**src/rtl/vga_fb_arbiter_pkg.sv**
```systemverilog
`default_nettype none
// +----------------------------------------------------------------------------+
// | Module   : vga_fb_arbiter_pkg                                              |
// | Purpose  : Shared frame-buffer geometry, default widths and the swap FSM   |
// |            state type for the frame-buffer arbiter.                        |
// | Ports    : none (package)                                                  |
// | Revision : 1.0  initial release                                            |
// +----------------------------------------------------------------------------+
package vga_fb_arbiter_pkg;

   // Scaled frame buffer: the 640x480 display is shown from a 320x240 buffer.
   localparam int FB_W      = 320;
   localparam int FB_H      = 240;
   localparam int FB_WORDS  = FB_W * FB_H;

   // Default widths: one bank addresses every buffer word, RGB444 pixels.
   localparam int FB_ADDR_W = $clog2(FB_WORDS);
   localparam int FB_DATA_W = 12;
   localparam int FB_CNT_W  = 16;

   typedef enum logic [0:0] {
      SWAP_IDLE = 1'b0,
      SWAP_PEND = 1'b1
   } swap_state_e;

endpackage
`default_nettype wire

```
**src/rtl/vga_fb_arbiter_if.sv**
```systemverilog
`default_nettype none
// +----------------------------------------------------------------------------+
// | Module   : vga_fb_arbiter_if                                               |
// | Purpose  : Bundles the display read port, pixel writer handshake, bank     |
// |            swap control/status and frame RAM port of the arbiter.          |
// | Modports : slave  - arbiter side                                           |
// |            master - environment side (timing controller, writer, RAM)      |
// | Revision : 1.0  initial release                                            |
// +----------------------------------------------------------------------------+
interface vga_fb_arbiter_if
   import vga_fb_arbiter_pkg::*;
#(
   parameter int ADDR_W = FB_ADDR_W,
   parameter int DATA_W = FB_DATA_W,
   parameter int CNT_W  = FB_CNT_W
);
   // display read path
   logic              disp_req;
   logic [ADDR_W-1:0] disp_addr;
   logic [DATA_W-1:0] disp_data;
   logic              disp_valid;
   logic              frame_start;
   // pixel writer
   logic              wr_valid;
   logic              wr_ready;
   logic [ADDR_W-1:0] wr_addr;
   logic [DATA_W-1:0] wr_data;
   // bank swap
   logic              swap_req;
   logic              swap_pending;
   logic              swap_done;
   logic              front_bank;
   logic [CNT_W-1:0]  wr_stall_cnt;
   // frame RAM
   logic [ADDR_W:0]   mem_addr;
   logic              mem_we;
   logic [DATA_W-1:0] mem_wdata;
   logic [DATA_W-1:0] mem_rdata;

   modport slave (
      input  disp_req, disp_addr, frame_start,
      input  wr_valid, wr_addr, wr_data, swap_req,
      input  mem_rdata,
      output disp_data, disp_valid, wr_ready,
      output swap_pending, swap_done, front_bank, wr_stall_cnt,
      output mem_addr, mem_we, mem_wdata
   );

   modport master (
      output disp_req, disp_addr, frame_start,
      output wr_valid, wr_addr, wr_data, swap_req,
      output mem_rdata,
      input  disp_data, disp_valid, wr_ready,
      input  swap_pending, swap_done, front_bank, wr_stall_cnt,
      input  mem_addr, mem_we, mem_wdata
   );

endinterface
`default_nettype wire

```
**src/rtl/vga_fb_arbiter_wr_hold.sv**
```systemverilog
`default_nettype none
// +----------------------------------------------------------------------------+
// | Module   : vga_fb_arbiter_wr_hold                                          |
// | Purpose  : One-entry holding register for writer pixels (address + data).  |
// |            A loaded entry becomes visible the cycle after the load, so     |
// |            there is no combinational bypass from writer to RAM.            |
// | Ports    : px_clk, rst_n  clock / async active-low reset                   |
// |            load_i         capture addr_i/data_i                            |
// |            issue_i        entry consumed by the RAM this cycle             |
// |            addr_i/data_i  incoming pixel                                   |
// |            valid_o        entry present                                    |
// |            addr_o/data_o  held pixel                                       |
// | Revision : 1.0  initial release                                            |
// +----------------------------------------------------------------------------+
module vga_fb_arbiter_wr_hold
   import vga_fb_arbiter_pkg::*;
#(
   parameter int ADDR_W = FB_ADDR_W,
   parameter int DATA_W = FB_DATA_W
) (
   input  wire logic              px_clk,
   input  wire logic              rst_n,
   input  wire logic              load_i,
   input  wire logic              issue_i,
   input  wire logic [ADDR_W-1:0] addr_i,
   input  wire logic [DATA_W-1:0] data_i,
   output logic                   valid_o,
   output logic      [ADDR_W-1:0] addr_o,
   output logic      [DATA_W-1:0] data_o
);

   logic              valid_q, valid_d;
   logic [ADDR_W-1:0] addr_q;
   logic [DATA_W-1:0] data_q;

   // Issue and load in the same cycle keeps the entry full with the new pixel,
   // giving one write per cycle while the display is idle.
   assign valid_d = load_i | (valid_q & ~issue_i);

   always_ff @(posedge px_clk or negedge rst_n) begin
      if (!rst_n) begin
         valid_q <= 1'b0;
         addr_q  <= '0;
         data_q  <= '0;
      end else begin
         valid_q <= valid_d;
         if (load_i) begin
            addr_q <= addr_i;
            data_q <= data_i;
         end
      end
   end

   assign valid_o = valid_q;
   assign addr_o  = addr_q;
   assign data_o  = data_q;

endmodule
`default_nettype wire

```
**src/rtl/vga_fb_arbiter.sv**
```systemverilog
`default_nettype none
// +----------------------------------------------------------------------------+
// | Module   : vga_fb_arbiter                                                  |
// | Purpose  : Shares one single-port synchronous frame RAM between display    |
// |            reads (absolute priority) and a buffered pixel writer. Front    |
// |            and back buffers live in one RAM split by the address MSB; a    |
// |            requested swap takes effect only at frame start.                |
// | Ports    : px_clk  pixel clock                                             |
// |            rst_n   asynchronous active-low reset                           |
// |            bus     vga_fb_arbiter_if.slave: display port, writer           |
// |                    handshake, swap control/status, stall counter, RAM      |
// | Revision : 1.0  initial release                                            |
// +----------------------------------------------------------------------------+
module vga_fb_arbiter
   import vga_fb_arbiter_pkg::*;
#(
   parameter int ADDR_W = FB_ADDR_W,
   parameter int DATA_W = FB_DATA_W,
   parameter int CNT_W  = FB_CNT_W
) (
   input  wire logic       px_clk,
   input  wire logic       rst_n,
   vga_fb_arbiter_if.slave bus
);

   // ---------------------------------------------------------------- hold ---
   logic              hold_valid;
   logic [ADDR_W-1:0] hold_addr;
   logic [DATA_W-1:0] hold_data;
   logic              wr_ready;
   logic              wr_load;
   logic              hold_issue;
   logic              wr_stall;

   swap_state_e       state_q;
   logic              front_q;
   logic              done_q;

   // Writes are frozen while a swap is pending so the back bank is complete
   // when it becomes the front bank.
   assign wr_ready   = (state_q == SWAP_IDLE) & (~hold_valid | ~bus.disp_req);
   assign wr_load    = bus.wr_valid & wr_ready;
   assign hold_issue = hold_valid & ~bus.disp_req;
   assign wr_stall   = bus.wr_valid & ~wr_ready;

   vga_fb_arbiter_wr_hold #(
      .ADDR_W (ADDR_W),
      .DATA_W (DATA_W)
   ) u_wr_hold (
      .px_clk  (px_clk),
      .rst_n   (rst_n),
      .load_i  (wr_load),
      .issue_i (hold_issue),
      .addr_i  (bus.wr_addr),
      .data_i  (bus.wr_data),
      .valid_o (hold_valid),
      .addr_o  (hold_addr),
      .data_o  (hold_data)
   );

   // Internal state is already held in reset; only the visible ready needs
   // masking so the writer sees no acceptance while rst_n is low.
   assign bus.wr_ready = rst_n & wr_ready;

   // ------------------------------------------------------- priority mux ---
   logic [ADDR_W:0]   mem_addr;
   logic              mem_we;
   logic [DATA_W-1:0] mem_wdata;

   always_comb begin
      mem_addr  = '0;
      mem_we    = 1'b0;
      mem_wdata = '0;
      if (bus.disp_req) begin
         mem_addr = {front_q, bus.disp_addr};
      end else if (hold_valid) begin
         mem_addr  = {~front_q, hold_addr};
         mem_we    = 1'b1;
         mem_wdata = hold_data;
      end
   end

   assign bus.mem_addr  = mem_addr;
   assign bus.mem_we    = mem_we;
   assign bus.mem_wdata = mem_wdata;

   // ------------------------------------------------------------ swap FSM ---
   // The hold must be empty at frame start: a write still in flight belongs to
   // the outgoing back bank, so the swap is deferred to the next frame start.
   always_ff @(posedge px_clk or negedge rst_n) begin
      if (!rst_n) begin
         state_q <= SWAP_IDLE;
         front_q <= 1'b0;
         done_q  <= 1'b0;
      end else begin
         done_q <= 1'b0;
         case (state_q)
            SWAP_IDLE: begin
               if (bus.swap_req) begin
                  state_q <= SWAP_PEND;
               end
            end
            SWAP_PEND: begin
               if (bus.frame_start && !hold_valid) begin
                  state_q <= SWAP_IDLE;
                  front_q <= ~front_q;
                  done_q  <= 1'b1;
               end
            end
            default: state_q <= SWAP_IDLE;
         endcase
      end
   end

   assign bus.swap_pending = (state_q == SWAP_PEND);
   assign bus.swap_done    = done_q;
   assign bus.front_bank   = front_q;

   // ------------------------------------------------ read-data pipeline ---
   // RAM data for a request at t arrives at t+1 and is registered for t+2.
   logic              req_d1_q;
   logic              disp_valid_q;
   logic [DATA_W-1:0] disp_data_q;

   always_ff @(posedge px_clk or negedge rst_n) begin
      if (!rst_n) begin
         req_d1_q     <= 1'b0;
         disp_valid_q <= 1'b0;
         disp_data_q  <= '0;
      end else begin
         req_d1_q     <= bus.disp_req;
         disp_valid_q <= req_d1_q;
         if (req_d1_q) begin
            disp_data_q <= bus.mem_rdata;
         end
      end
   end

   assign bus.disp_valid = disp_valid_q;
   assign bus.disp_data  = disp_data_q;

   // ------------------------------------------------------ stall counter ---
   // Frame start restarts the per-frame count, including a stall in that cycle.
   logic [CNT_W-1:0] stall_q, stall_d;

   always_comb begin
      stall_d = stall_q;
      if (bus.frame_start) begin
         stall_d = wr_stall ? CNT_W'(1) : '0;
      end else if (wr_stall && (stall_q != {CNT_W{1'b1}})) begin
         stall_d = stall_q + CNT_W'(1);
      end
   end

   always_ff @(posedge px_clk or negedge rst_n) begin
      if (!rst_n) begin
         stall_q <= '0;
      end else begin
         stall_q <= stall_d;
      end
   end

   assign bus.wr_stall_cnt = stall_q;

endmodule
`default_nettype wire

```
**src/flat_wrapper.sv**
```systemverilog
// flat-port wrapper written by rule: the top's interface ports become plain ports
module vga_fb_arbiter_flat import vga_fb_arbiter_pkg::*;
#(
   parameter int ADDR_W = FB_ADDR_W,
   parameter int DATA_W = FB_DATA_W,
   parameter int CNT_W  = FB_CNT_W
)
  (px_clk, rst_n, bus_disp_req, bus_disp_addr, bus_frame_start, bus_wr_valid, bus_wr_addr, bus_wr_data, bus_swap_req, bus_mem_rdata, bus_disp_data, bus_disp_valid, bus_wr_ready, bus_swap_pending, bus_swap_done, bus_front_bank, bus_wr_stall_cnt, bus_mem_addr, bus_mem_we, bus_mem_wdata);
  vga_fb_arbiter_if #(.ADDR_W(ADDR_W), .DATA_W(DATA_W), .CNT_W(CNT_W)) bus_i ();
  input  wire logic px_clk;
  input  wire logic rst_n;
  input wire logic [$bits(bus_i.disp_req)-1:0] bus_disp_req;
  input wire logic [$bits(bus_i.disp_addr)-1:0] bus_disp_addr;
  input wire logic [$bits(bus_i.frame_start)-1:0] bus_frame_start;
  input wire logic [$bits(bus_i.wr_valid)-1:0] bus_wr_valid;
  input wire logic [$bits(bus_i.wr_addr)-1:0] bus_wr_addr;
  input wire logic [$bits(bus_i.wr_data)-1:0] bus_wr_data;
  input wire logic [$bits(bus_i.swap_req)-1:0] bus_swap_req;
  input wire logic [$bits(bus_i.mem_rdata)-1:0] bus_mem_rdata;
  output wire logic [$bits(bus_i.disp_data)-1:0] bus_disp_data;
  output wire logic [$bits(bus_i.disp_valid)-1:0] bus_disp_valid;
  output wire logic [$bits(bus_i.wr_ready)-1:0] bus_wr_ready;
  output wire logic [$bits(bus_i.swap_pending)-1:0] bus_swap_pending;
  output wire logic [$bits(bus_i.swap_done)-1:0] bus_swap_done;
  output wire logic [$bits(bus_i.front_bank)-1:0] bus_front_bank;
  output wire logic [$bits(bus_i.wr_stall_cnt)-1:0] bus_wr_stall_cnt;
  output wire logic [$bits(bus_i.mem_addr)-1:0] bus_mem_addr;
  output wire logic [$bits(bus_i.mem_we)-1:0] bus_mem_we;
  output wire logic [$bits(bus_i.mem_wdata)-1:0] bus_mem_wdata;
  assign bus_i.disp_req = bus_disp_req;
  assign bus_i.disp_addr = bus_disp_addr;
  assign bus_i.frame_start = bus_frame_start;
  assign bus_i.wr_valid = bus_wr_valid;
  assign bus_i.wr_addr = bus_wr_addr;
  assign bus_i.wr_data = bus_wr_data;
  assign bus_i.swap_req = bus_swap_req;
  assign bus_i.mem_rdata = bus_mem_rdata;
  assign bus_disp_data = bus_i.disp_data;
  assign bus_disp_valid = bus_i.disp_valid;
  assign bus_wr_ready = bus_i.wr_ready;
  assign bus_swap_pending = bus_i.swap_pending;
  assign bus_swap_done = bus_i.swap_done;
  assign bus_front_bank = bus_i.front_bank;
  assign bus_wr_stall_cnt = bus_i.wr_stall_cnt;
  assign bus_mem_addr = bus_i.mem_addr;
  assign bus_mem_we = bus_i.mem_we;
  assign bus_mem_wdata = bus_i.mem_wdata;
  vga_fb_arbiter #(.ADDR_W(ADDR_W), .DATA_W(DATA_W), .CNT_W(CNT_W)) u_core (.px_clk(px_clk), .rst_n(rst_n), .bus(bus_i));
endmodule
```
**config.mk**
```make
export PLATFORM = sky130hd
export DESIGN_NAME = vga_fb_arbiter_flat
export DESIGN_NICKNAME = d
export VERILOG_FILES = /design/src/rtl/vga_fb_arbiter_pkg.sv /design/src/rtl/vga_fb_arbiter_if.sv /design/src/rtl/vga_fb_arbiter_wr_hold.sv /design/src/rtl/vga_fb_arbiter.sv /design/src/flat_wrapper.sv
export SDC_FILE = /design/constraint.sdc
export NUM_CORES = 1
export LEC_CHECK = 0
export ABC_AREA = 1
export BUFFER_PORTS_ARGS = -buffer_cell sky130_fd_sc_hd__buf_2
export CAP_MARGIN = 0
export CORE_UTILIZATION = 48
export CTS_CLUSTER_DIAMETER = 100
export DETAILED_ROUTE_END_ITERATION = 8
export HOLD_SLACK_MARGIN = 0.05
export PLACE_DENSITY = 0.9
export SETUP_SLACK_MARGIN = 0.5
export SLEW_MARGIN = 25
export SYNTH_ARGS = -nofsm -noshare
export SYNTH_HDL_FRONTEND = slang
export SYNTH_HIERARCHICAL = 1
export SYNTH_SLANG_ARGS = --single-unit
```
**constraint.sdc**
```tcl
create_clock -name px_clk -period 1.61 [get_ports px_clk]
set_input_delay 0.161 -clock px_clk [delete_from_list [all_inputs] [get_ports px_clk]]
set_output_delay 0.161 -clock px_clk [all_outputs]
set_load 0.005 [all_outputs]
```
# Word level (Yosys, flattened, before mapping)
# Index checks and enable logic that the tools add are counted.
# word_totals
register_bits,63
word_cells,45
# op_classes
eq_ne,1
n_bitwise,14
reduce_logical,5
muxes,14
n_addsub,1
# op_table
cell,count
$mux W18,2
$mux W16,2
$mux W12,2
$add A16 B1 Y16 const B,1
$ne A16 B16 Y1 const B,1
$mux W1,7
$and A1 B1 Y1,6
$not A1 Y1,6
$logic_and A1 B1 Y1,2
$or A1 B1 Y1,2
$pmux W1 S2,1
$reduce_and A2 Y1,1
$reduce_bool A2 Y1,1
$logic_not A1 Y1,1

# Longest topological paths before layout
# logic_depth
word_depth,8
depth_mapped,10
depth_no_buf,9

# Cells and area by module
# The synthesis kept the hierarchy.
# by_module_without_submodules
module,cells_per_inst,seq_area_each_um2,area_each_um2,instances
vga_fb_arbiter,237,825.8,1920.6,1
vga_fb_arbiter_wr_hold,127,750.7,1131.1,1

# Worst setup path after synthesis
# No wires, ideal clock.
# synth_timing
kind,reg-to-reg
start,register u_core.stall_q[0] (netlist: u_core/bus.wr_stall_cnt[0])
end,register u_core.stall_q[2] (netlist: u_core/bus.wr_stall_cnt[2])
setup_ps,117
arrival_time_ps,1355
stages_incl_launch_ff,11
synth_period_minus_slack_ps,1472
slack_ps,138
path_cell_list,dfrtp_1 ha_1 nand2_1 nor2_2 nand2_2 nor2_4 o21ai_4 inv_4 buf_6 nand2_1 nand2_1
# synth_between
elab_chain_cells,3
elab_cells_between_ends,6
# synth_rtl
element,line_no,source
start: declaration,vga_fb_arbiter.sv:144,"logic [CNT_W-1:0] stall_q, stall_d;"
start signal: assignment,vga_fb_arbiter.sv:159,stall_q <= stall_d;
$add A16 B1 Y16 or $ne A16 B16 Y1 (tied branches),"vga_fb_arbiter.sv:151, vga_fb_arbiter.sv:150",
$mux W16 or $logic_and A1 B1 Y1 (tied branches),vga_fb_arbiter.sv:150,end else if (wr_stall && (stall_q != {CNT_W{1'b1}})) begin
$mux W16 or $reduce_bool A2 Y1 (tied branches),--,
# Several ways; a longest one is shown, not always the timed one. The select of a mux whose other input is x is not followed.
# A chain may end at the register's enable or synchronous reset.

# Final worst setup path
# layout_timing
start,register u_core.stall_q[1] (netlist: u_core/bus.wr_stall_cnt[1])
end,register u_core.stall_q[8] (netlist: u_core/bus.wr_stall_cnt[8])
# Same word-level chain as after synthesis.

==> metrics.log <==
[metrics] vias in the first global route: 3354
[metrics] minimum period implied by the final worst setup slack: 1.74 ns
[metrics] Die X-Extent: 81.7 µm
[metrics] total power per unit cell area: approximately 1400 nW/µm²
[metrics] wire length of the first global-routing pass: 15500 µm
[metrics] slack of the worst reg-to-reg path: -0.13 ns
[metrics] slew at the pin closest to its max-slew limit: 0.822 ns
[metrics] crit path setup slack, layout: -0.129 ns
[metrics] top cells by count, synth: nand2_1, dfrtp_1, nor2_1
[metrics] fraction of layout instances using a drive strength above 1: between 50% and 60%
[metrics] RSZ-0062 raised after global routing: yes
[metrics] critical path's most frequent cell: nand2_1
[metrics] clock network fraction of design power: 19.0%
[metrics] cts bufs inserted: 9
[metrics] post-route fraction of the period consumed by the critical path: 108%
[metrics] largest area contributor in the synthesized netlist: dfrtp_1
[metrics] classification of the worst-slack hold path: input port to asynchronous set/reset pin
[metrics] fraction of synthesis flops using an asynchronous set or reset pin: between 90% and 100%
[metrics] average via count per standard cell: 6.10
[metrics] area share of the largest cell type after synthesis: 51.7%
[metrics] reg2reg end: u_core/bus.wr_stall_cnt[8]$_DFFE_PN0P_
[metrics] total net switching power: approximately 3.1 mW
[metrics] overflow left after global routing: 0
[metrics] number of maximum-capacitance constraint violations: 0
[metrics] violated checks: setup timing
[metrics] power consumption: 7.59 mW
[metrics] sequential share of the synthesized area: 51.7%
[metrics] worst hold slack across all endpoints: 0.000107 ns
[metrics] first-iteration detailed-routing DRC count: 471
[metrics] Max IR drop VDD: 0.892 mV
[metrics] worst path bufs/invs: 1
[metrics] ranking of synthesized cells by area: dfrtp_1, nand2_1, a22o_1
[metrics] chain of cells forming the critical path: ha_4 -> nand2_4 -> nor2_4 -> nand2_2 -> buf_4 -> xor2_1 -> nor2_1 -> nand2_1 -> nand2_1
[metrics] count of standard-cell rows: 28
[metrics] static leakage power: 2.87 nW
[metrics] outcome: complete, but fails checks
[metrics] final hold violation count: 0
[metrics] worst-case clock skew: about 0.015 ns
[metrics] antenna cells: 0
[metrics] final wirelength: 15300 µm
[metrics] count of boundary I/O pins: 128
[metrics] flip-flop and latch count after synthesis: 63
[metrics] Setup crit end kind: flip-flop
[metrics] power share of the sequential group: between 30 and 40%
[metrics] maximum level of the CTS H-tree: 3
[metrics] reg2reg start: u_core/bus.wr_stall_cnt[1]$_DFFE_PN0P_
[metrics] largest net degree at the start of global routing: 64
[metrics] Cell Count, Final, Fillers Out: 667
[metrics] via count: about 4000
[metrics] Final Net Count: 652
[metrics] slowest library cell on the worst path: dfrtp_1
[metrics] Tot GR Track Use: 31.9%
[metrics] y dimension of the die: roughly 80 µm
[metrics] final max-slew violation count: 0
[metrics] Register-to-Register Path Depth: 9
[metrics] Finished Core Util: 92.9%
[metrics] Std-Cell Core Area: approximately 6000 µm²
[metrics] Synth Flop Type: dfrtp_1
[metrics] count of input and output buffers: about 130
[metrics] Routed wire per std cell: 23.0 µm
[metrics] slowest cell delay on critical path: 0.43 ns
[metrics] leading cell type by number of instances after synthesis: nand2_1
[metrics] final setup fails: 29
[metrics] clock tree from TritonCTS: done
[metrics] starting utilization of the core area: between 50 and 60%
[metrics] placed instance count: 561
[metrics] total die area: 6680 µm²
[metrics] Synth Instances: 364
[metrics] largest fanout of any net on the critical path: 2
[metrics] last weighted congestion value of the routability-driven placer: 0.825
[metrics] post-synth cell types: 28
[metrics] dpl hpwl: 5460 µm
[metrics] Cell Int Power: 4.49 mW
[metrics] Clock Root Buffer: clkbuf_8
[metrics] number of buffers on the longest clock path: 2
[metrics] post-synth net total: 429
[metrics] combinational power share: 46.9%
[metrics] area of the mapped netlist: between 3000 and 4000 µm²
[metrics] synth warn: 6
[metrics] initial antenna violation count: 0
[metrics] clock sink count: 63
[metrics] fraction of power spent switching nets: 40.9%
[metrics] remaining max-slew budget at the tightest pin: 45.2%
[metrics] insertion delay of the later-clocked pin in the worst-skew pair: about 0.36 ns
[metrics] Placed Instance Area: 3780 µm²
[metrics] remaining routing DRC violations: 0
[metrics] data arrival time of the worst path: 1.99 ns
[metrics] post-synthesis average cell area: 8.38 µm²
[metrics] required time at the endpoint of the critical path: between 1.5 and 2 ns
[metrics] synthesis-to-layout area growth: 83.4%
[metrics] Clock Pin Slew Worst Setup and Hold Paths: 0.08 ns
[metrics] Detail Route Antenna Nets: 0
[metrics] launching element type of the critical path: flip-flop
[metrics] startpoint-to-endpoint class of the critical path: flip-flop to flip-flop
[metrics] Initial DRT Pass Iterations: 5
[metrics] f_max: 0.575 GHz
[metrics] number of flops mapped to enable cells by yosys: 0
[metrics] final std cell area, no fill: 5600 µm²
[metrics] Top delay family on crit path: simple AND/OR/NAND/NOR gates
[state kept, by name, summed over array words and instances, names as in the netlist]
register / cells
u_core/u_wr_hold/addr_o: 17
u_core/bus.front_bank: 1
u_core/bus.disp_valid: 1
u_core/bus.swap_done: 1
u_core/bus.disp_data: 12
u_core/u_wr_hold/data_o: 12
u_core/u_wr_hold/valid_o: 1
u_core/bus.swap_pending: 1
u_core/req_d1_q: 1
u_core/bus.wr_stall_cnt: 16
[per-layer routing]
layer / wire (µm) / track usage [%]
met5: 0 / 0
met4: 1200 / 17.7
met3: 1830 / 8.44
met2: 7440 / 55.2
met1: 4880 / 35.4
[cells in the final DEF, fill, tap and decap left out, drive strengths merged, types with 10 or more instances in the layout]
master | netlist | layout
buf | 10 | 180
nand4 | 10 | 10
nor2 | 39 | 40
nand3 | 10 | 10
clkbuf | 5 | 13
inv | 17 | 16
mux2 | 12 | 12
nand2 | 161 | 161
dlygate4sd3 | 0 | 41
dfrtp | 63 | 63
a22o | 17 | 17
[logic make-up after synthesis]
| kind of cell | Yosys count | share of synthesized area [%] |
|---|---|---|
| DFF | 63 | 51.7 |
| buffers and inverters | 32 | 4.96 |
| adders and majority gates | 1 | 0.410 |
| and+or+nand+nor | 223 | 29.6 |
| AOI/OAI and AO/OA | 27 | 7.17 |
| muxes | 12 | 4.43 |
| xor gates and xnor gates | 6 | 1.72 |
[area by class of cell]
class | count | area (µm²)
Multi-Input combinational cell | 270 | 1840
Timing Repair Buffer | 225 | 1790
Sequential cell | 63 | 1590
Fill cell | 201 | 430
Clock buffer | 9 | 124
Tap cell | 75 | 93.8
Inverter | 17 | 81.3
Clock inverter | 7 | 73.8
Timing Repair inverter | 1 | 7.51
[per-stage QoR]
step                setup TNS, ns  setup WS [ns]
global route                -3.07         -0.237
floorplan                       0          0.147
global placement                0         0.0486
detailed placement         -0.235        -0.0411
CTS                             0         0.0641
finish                      -2.11         -0.129
[repair_timing]
item | CTS | global route
endpoints found under the setup margin | 95 | 97
cloned | 3 | 6
setup buffers | 16 | 24
endpoints found under the hold margin | 103 | 1
resized for setup | 36 | 164
pin swaps | 18 | 29
hold buffers | 40 | 1
[power groups by stage]
stage / clock network [mW] / registers (mW) / logic [mW]
3_5_place_dp: 0 / 2.31 / 1.51
2_1_floorplan: 0 / 2.27 / 0.956
5_1_grt: 1.51 / 2.63 / 3.65
3_3_place_gp: 0 / 2.28 / 1.45
6_report: 1.44 / 2.59 / 3.56
4_1_cts: 1.39 / 2.29 / 2.03
[worst max-delay path by stage]
stage	slack, ns	start	end	cells past startpoint
floorplan	0.15	u_core/bus.wr_stall_cnt[1]$_DFFE_PN0P_	u_core/bus.wr_stall_cnt[2]$_DFFE_PN0P_	10
global placement	0.05	u_core/bus.wr_stall_cnt[1]$_DFFE_PN0P_	u_core/bus.wr_stall_cnt[2]$_DFFE_PN0P_	8
detailed placement	-0.04	u_core/bus.wr_stall_cnt[1]$_DFFE_PN0P_	u_core/bus.wr_stall_cnt[13]$_DFFE_PN0P_	8
CTS	0.06	u_core/bus.wr_stall_cnt[0]$_DFFE_PN0P_	u_core/bus.wr_stall_cnt[8]$_DFFE_PN0P_	9
global route	-0.24	u_core/bus.wr_stall_cnt[4]$_DFFE_PN0P_	u_core/bus.wr_stall_cnt[8]$_DFFE_PN0P_	8
finish	-0.13	u_core/bus.wr_stall_cnt[1]$_DFFE_PN0P_	u_core/bus.wr_stall_cnt[8]$_DFFE_PN0P_	9
Note: power is estimated with default switching activity, not from simulation.
